==> src/rtl/control_unit.sv <==
// control_unit: instruction-sequencing FSM for the RISC-SPM processor.
// Fetches, decodes and executes one 8-bit instruction at a time by steering
// the datapath load enables, PC controls, bus muxes and memory write strobe.
module control_unit #(
    parameter int word_size  = 8,
    parameter int op_size    = 4,
    parameter int state_size = 4,
    parameter int sel1_size  = 3,
    parameter int sel2_size  = 2
) (
    input  logic                 clk,
    input  logic                 rst,
    input  logic [word_size-1:0] instruction,
    input  logic                 zero,
    output logic                 Load_R0,
    output logic                 Load_R1,
    output logic                 Load_R2,
    output logic                 Load_R3,
    output logic                 Load_PC,
    output logic                 Inc_PC,
    output logic [sel1_size-1:0] Sel_Bus_1_Mux,
    output logic [sel2_size-1:0] Sel_Bus_2_Mux,
    output logic                 Load_IR,
    output logic                 Load_Add_R,
    output logic                 Load_Reg_Y,
    output logic                 Load_Reg_Z,
    output logic                 write,
    output logic                 halted
);

    typedef enum logic [state_size-1:0] {
        S_idle = 4'd0,
        S_fet1 = 4'd1,
        S_fet2 = 4'd2,
        S_dec  = 4'd3,
        S_ex1  = 4'd4,
        S_rd1  = 4'd5,
        S_rd2  = 4'd6,
        S_wr1  = 4'd7,
        S_wr2  = 4'd8,
        S_br1  = 4'd9,
        S_br2  = 4'd10,
        S_halt = 4'd11
    } state_t;

    localparam logic [op_size-1:0] OP_NOP = 4'd0;
    localparam logic [op_size-1:0] OP_ADD = 4'd1;
    localparam logic [op_size-1:0] OP_SUB = 4'd2;
    localparam logic [op_size-1:0] OP_AND = 4'd3;
    localparam logic [op_size-1:0] OP_NOT = 4'd4;
    localparam logic [op_size-1:0] OP_RD  = 4'd5;
    localparam logic [op_size-1:0] OP_WR  = 4'd6;
    localparam logic [op_size-1:0] OP_BR  = 4'd7;
    localparam logic [op_size-1:0] OP_BRZ = 4'd8;

    localparam logic [sel1_size-1:0] BUS1_PC  = 3'd4;
    localparam logic [sel2_size-1:0] BUS2_ALU = 2'd0;
    localparam logic [sel2_size-1:0] BUS2_B1  = 2'd1;
    localparam logic [sel2_size-1:0] BUS2_MEM = 2'd2;

    state_t             state;
    logic [op_size-1:0] opcode;
    logic [1:0]         src;
    logic [1:0]         dest;
    logic [3:0]         load_r;

    assign opcode = instruction[word_size-1 -: op_size];
    assign src    = instruction[3:2];
    assign dest   = instruction[1:0];

    assign Load_R0 = load_r[0];
    assign Load_R1 = load_r[1];
    assign Load_R2 = load_r[2];
    assign Load_R3 = load_r[3];

    // State register: async reset to idle, otherwise step through the instruction phases
    always_ff @(posedge clk or negedge rst) begin
        if (!rst) begin
            state <= S_idle;
        end else begin
            case (state)
                S_idle: state <= S_fet1;
                S_fet1: state <= S_fet2;
                S_fet2: state <= S_dec;
                S_dec: begin
                    case (opcode)
                        OP_NOP:                 state <= S_fet1;
                        OP_ADD, OP_SUB, OP_AND: state <= S_ex1;
                        OP_NOT:                 state <= S_fet1;
                        OP_RD:                  state <= S_rd1;
                        OP_WR:                  state <= S_wr1;
                        OP_BR:                  state <= S_br1;
                        OP_BRZ:                 state <= zero ? S_br1 : S_fet1;
                        default:                state <= S_halt;
                    endcase
                end
                S_ex1:  state <= S_fet1;
                S_rd1:  state <= S_rd2;
                S_rd2:  state <= S_fet1;
                S_wr1:  state <= S_wr2;
                S_wr2:  state <= S_fet1;
                S_br1:  state <= S_br2;
                S_br2:  state <= S_fet1;
                S_halt: state <= S_halt;
                default: state <= S_idle;
            endcase
        end
    end

    // Datapath controls decoded from the current state (and opcode/zero while decoding)
    always_comb begin
        load_r        = 4'b0000;
        Load_PC       = 1'b0;
        Inc_PC        = 1'b0;
        Sel_Bus_1_Mux = '0;
        Sel_Bus_2_Mux = BUS2_ALU;
        Load_IR       = 1'b0;
        Load_Add_R    = 1'b0;
        Load_Reg_Y    = 1'b0;
        Load_Reg_Z    = 1'b0;
        write         = 1'b0;
        halted        = 1'b0;
        case (state)
            S_fet1: begin
                Sel_Bus_1_Mux = BUS1_PC;
                Sel_Bus_2_Mux = BUS2_B1;
                Load_Add_R    = 1'b1;
            end
            S_fet2: begin
                Sel_Bus_2_Mux = BUS2_MEM;
                Load_IR       = 1'b1;
                Inc_PC        = 1'b1;
            end
            S_dec: begin
                case (opcode)
                    OP_ADD, OP_SUB, OP_AND: begin
                        Sel_Bus_1_Mux = sel1_size'(src);
                        Sel_Bus_2_Mux = BUS2_B1;
                        Load_Reg_Y    = 1'b1;
                    end
                    OP_NOT: begin
                        Sel_Bus_1_Mux = sel1_size'(src);
                        Sel_Bus_2_Mux = BUS2_ALU;
                        Load_Reg_Z    = 1'b1;
                        load_r[dest]  = 1'b1;
                    end
                    OP_RD, OP_WR, OP_BR: begin
                        Sel_Bus_1_Mux = BUS1_PC;
                        Sel_Bus_2_Mux = BUS2_B1;
                        Load_Add_R    = 1'b1;
                    end
                    OP_BRZ: begin
                        if (zero) begin
                            Sel_Bus_1_Mux = BUS1_PC;
                            Sel_Bus_2_Mux = BUS2_B1;
                            Load_Add_R    = 1'b1;
                        end else begin
                            Inc_PC = 1'b1;
                        end
                    end
                    default: ;
                endcase
            end
            S_ex1: begin
                Sel_Bus_1_Mux = sel1_size'(dest);
                Sel_Bus_2_Mux = BUS2_ALU;
                Load_Reg_Z    = 1'b1;
                load_r[dest]  = 1'b1;
            end
            S_rd1, S_wr1: begin
                Sel_Bus_2_Mux = BUS2_MEM;
                Load_Add_R    = 1'b1;
                Inc_PC        = 1'b1;
            end
            S_rd2: begin
                Sel_Bus_2_Mux = BUS2_MEM;
                load_r[dest]  = 1'b1;
            end
            S_wr2: begin
                Sel_Bus_1_Mux = sel1_size'(src);
                write         = 1'b1;
            end
            S_br1: begin
                Sel_Bus_2_Mux = BUS2_MEM;
                Load_Add_R    = 1'b1;
            end
            S_br2: begin
                Sel_Bus_2_Mux = BUS2_MEM;
                Load_PC       = 1'b1;
            end
            S_halt: begin
                halted = 1'b1;
            end
            default: ;
        endcase
    end

endmodule

==> config.mk <==
export PLATFORM = sky130hd
export DESIGN_NAME = control_unit
export DESIGN_NICKNAME = d
export VERILOG_FILES = /design/src/rtl/control_unit.sv
export SDC_FILE = /design/constraint.sdc
export NUM_CORES = 1
export LEC_CHECK = 0
export BUFFER_PORTS_ARGS = -buffer_cell sky130_fd_sc_hd__buf_4
export CORE_MARGIN = 1.5
export CORE_UTILIZATION = 41
export DETAILED_ROUTE_END_ITERATION = 6
export GPL_ROUTABILITY_DRIVEN = 0
export GPL_TIMING_DRIVEN = 0
export PLACE_DENSITY = 0.78
export SLEW_MARGIN = 15
export SYNTH_ARGS = -nofsm -noshare
export SYNTH_HDL_FRONTEND = slang
export SYNTH_SLANG_ARGS = --single-unit
==> constraint.sdc <==
create_clock -name clk -period 1.4 [get_ports clk]
set_input_delay 0.28 -clock clk [delete_from_list [all_inputs] [get_ports clk]]
set_output_delay 0.28 -clock clk [all_outputs]
set_load 0.005 [all_outputs]
==> results by group <==
Status
  – Outcome: finished with violations
  – Failing checks: negative setup slack

GRT
  – Vias in the first global route: 791
  – Largest net degree at the start of global routing: 11
  – Total GRT Usage: 0.2749
  – Initial antenna violation count: 0
  – First-pass GRT wire length: 3760 um
  – Total gr overflow: 0

Clock tree
  – Clk buf depth: 2
  – H-Tree Depth: 1
  – Clk sinks: 4
  – Root Buffer: clkbuf_4
  – CTS tree: yes
  – Worst skew pair latency: 0.24 ns
  – Clk pin slew, worst setup/hold paths: 0.04 ns
  – Num CTS Buffers: 3

STA
  – Pins Over Slew Limit: 0
  – Hold Worst Slack: 0.3761 ns
  – Slew Limit Headroom: 0.7049
  – Actual slew at the worst max-slew pin: 0.4418 ns
  – Skew final: 0.001313 ns
  – Count of final hold-check violations: 0
  – Final Setup Violations: 17
  – RSZ-0062 raised after global routing: true
  – F_max: 554.5 MHz
  – Post-route minimum period: 1.804 ns
  – Worst setup margin: -0.4035 ns
  – Crit share post-route: 1.288

Worst setup path
  – WS Path Type: reg -> out
  – Crit end category: output port
  – Startpoint class of the critical path: flop
  – CP delay by family, top: simple AND/OR/NAND/NOR gates
  – Required time worst endpoint: 1.12 ns
  – CP cell instances: nor4_4 -> nand4_1 -> a21oi_2 -> buf_4
  – Buf/Inv on CP: 1
  – Slowest-stage cell, CP: dfrtp_2
  – Arrival time at the worst endpoint: 1.52 ns
  – CP peak stage delay: 0.47 ns
  – Max FO, Critical Path: 8

Power
  – Int Power: 0.001311 W
  – P_leak: 0.5141 nW
  – Sequential Power Share: 0.112
  – Comb pwr share: 0.824
  – Clock network fraction of total power: 0.064
  – Sw power: 0.001045 W
  – Total Power: 0.002357 W
  – Switching Share: 0.4436
  – Max VDD drop: 1.660 mV
  – Power per cell area: 1954 nW/um2

Drt
  – DRC: 0
  – DRT Pass-1 Iters: 4
  – Vias per cell: 6.454
  – Initial DRC Count: 34
  – Routed WL: 2850 um
  – DR WL/cell: 20.21 um
  – Total number of vias: 910
  – Post-DRT Antenna Nets: 0

Logic synthesis
  – Async S/R FF share, synth: 1.000
  – Synth unique cells: 37
  – Xor/xnor share of the synthesized area: 0.01392
  – Register area share after synthesis: 0.1590
  – Largest family of logic cells by synthesized area: simple AND/OR/NAND/NOR gates
  – EDFF count, synth: 0
  – Syn Inst Count: 81
  – Synth Flop Type: dfrtp_1
  – Post-synthesis mux area share: 0
  – Synth top area share: 0.1590
  – Compound-Gate Fraction of Synth Area: 0.2982
  – Syn nets: 92
  – Synthesized area: 629.4 um2
  – Adder-cell share of the synthesized area: 0
  – #FFs+latches synth: 4
  – Yosys top cell by area: dfrtp_1
  – Syn Area/Cell: 7.770 um2
  – Warnings, synthesis: 0
  – Simple-gate share of the synthesized area: 0.4294
  – Largest cells by area after synthesis: dfrtp_1 (16%), nor2b_1 (6.0%), nor3b_2 (6.0%), a21oi_1 (4.8%), buf_2 (4.0%)

Flow run
  – Max_cap viols: 0

Placed design
  – IO Port Bufs: 24
  – Post-DP HPWL: 1321 um

Cells and area
  – Biggest regs: state x4
  – Share of cells above drive strength 1: 0.6667
  – Top reg by flops: state
  – Layout area overhead: 91.65%
  – Number of flip-flops under the largest register name: 4
  – Post-layout net count: 139
  – Diode count: 0

Die
  – Die H: 42.18 um
  – Core area: 1366 um2
  – Die area: 1779 um2
  – Io pins: 28
  – Initial Util: 0.4606
  – Die X: 42.18 um
  – Core Rows: 13

Min path
  – HP Class: in -> async
power groups by stage:
stage | combinational (W) | clock, W | sequential (W)
finish | 0.00194 | 0.000150 | 0.000265
global route | 0.00204 | 0.000160 | 0.000270
CTS | 0.00158 | 0.000149 | 0.000251
detailed placement | 0.00105 | 0 | 0.000217
global placement | 0.00103 | 0 | 0.000216
floorplan | 0.000679 | 0 | 0.000202
through the flow:
step                      worst slack [ns]  instance area [um2]    util  cells  setup TNS (ns)
after global placement             -0.2518                828.3  0.6062    120          -1.798
after floorplan                    0.04598                629.4       -     81               0
after global routing               -0.4451                 1206  0.8828    141          -5.885
final                              -0.4035                 1206  0.8828    141          -5.035
after detailed placement           -0.2395                828.3  0.6062    120          -1.934
after CTS                          -0.3022                 1114  0.8150    135          -4.124
path summary, 6_finish.rpt:
kind,from,to,slack (ns),cells after the start
setup / recovery,state[2],Load_Reg_Z,-0.40,4
hold / removal,rst,state[3],0.38,2
setup reg to reg,state[2],state[1],0.01,6
hold reg to reg,state[3],state[2],0.82,2
max in group asynchronous,rst,state[2],0.91,2
min in group clk,zero,state[3],0.39,3
placed cells by master, fill, tap and decap left out, types with 2 or more instances in the layout:
cell type  instances
nor3_4             2
nand2_1            5
clkbuf_4           3
nor3_2             2
a21oi_1            3
buf_6             10
nand3b_1           2
nor2_1             4
nor2b_1            4
nand2b_4           2
dfrtp_2            3
a311oi_2           2
nor2b_4            2
buf_4             37
a32o_1             2
nor3b_2            4
a22o_1             2
a21oi_2            3
a31oi_1            3
o21a_1             2
o31ai_1            2
timing repair:
item	in CTS	in global routing
endpoints found under the setup margin	17	17
endpoints found under the hold margin	4	0
hold buffers	1	0
buffers inserted	12	6
resized for setup	41	10
pin swaps	14	7
kinds of logic (layout without fill, tap and decap cells):
family                 after synthesis  count (layout)
AO/OA/AOI/OAI                       26              26
XOR/XNOR                             1               1
buffers and inverters               11              56
flip-flops                           4               4
AND/OR/NAND/NOR                     39              39
per-layer routing:
metal	GRT usage	share of wire	up-vias
met1	0.3247	0.38	436
li1	-	-	399
met2	0.4677	0.51	57
met4	0.1125	0.044	0
met3	0.06897	0.072	18
met5	0	0	-
cell usage after synthesis, types with 2 or more instances:
cell type and instances:
nor3b_2 3, nor2_1 5, o31ai_1 2, a31oi_1 3, a311oi_1 2, clkbuf_1 3
dfrtp_1 4, nor3b_1 3, nor3_1 4, buf_6 2, nor2b_1 6, a32o_1 2
nand2_1 5, a21oi_1 6, nand2b_1 2, o21a_1 2, buf_2 5, nand3b_1 2
a22o_1 2
area by class of cell:
| class | instances | area [um2] |
|---|---|---|
| clock buffer | 3 | 22.52 |
| buffer | 9 | 95.09 |
| tap | 15 | 18.77 |
| fill | 64 | 160.2 |
| inverter | 1 | 3.754 |
| timing repair buffer | 43 | 344.1 |
| multi-input combinational | 66 | 618.1 |
| sequential | 4 | 103.9 |
No activity file was read; power rests on OpenSTA's default activity.
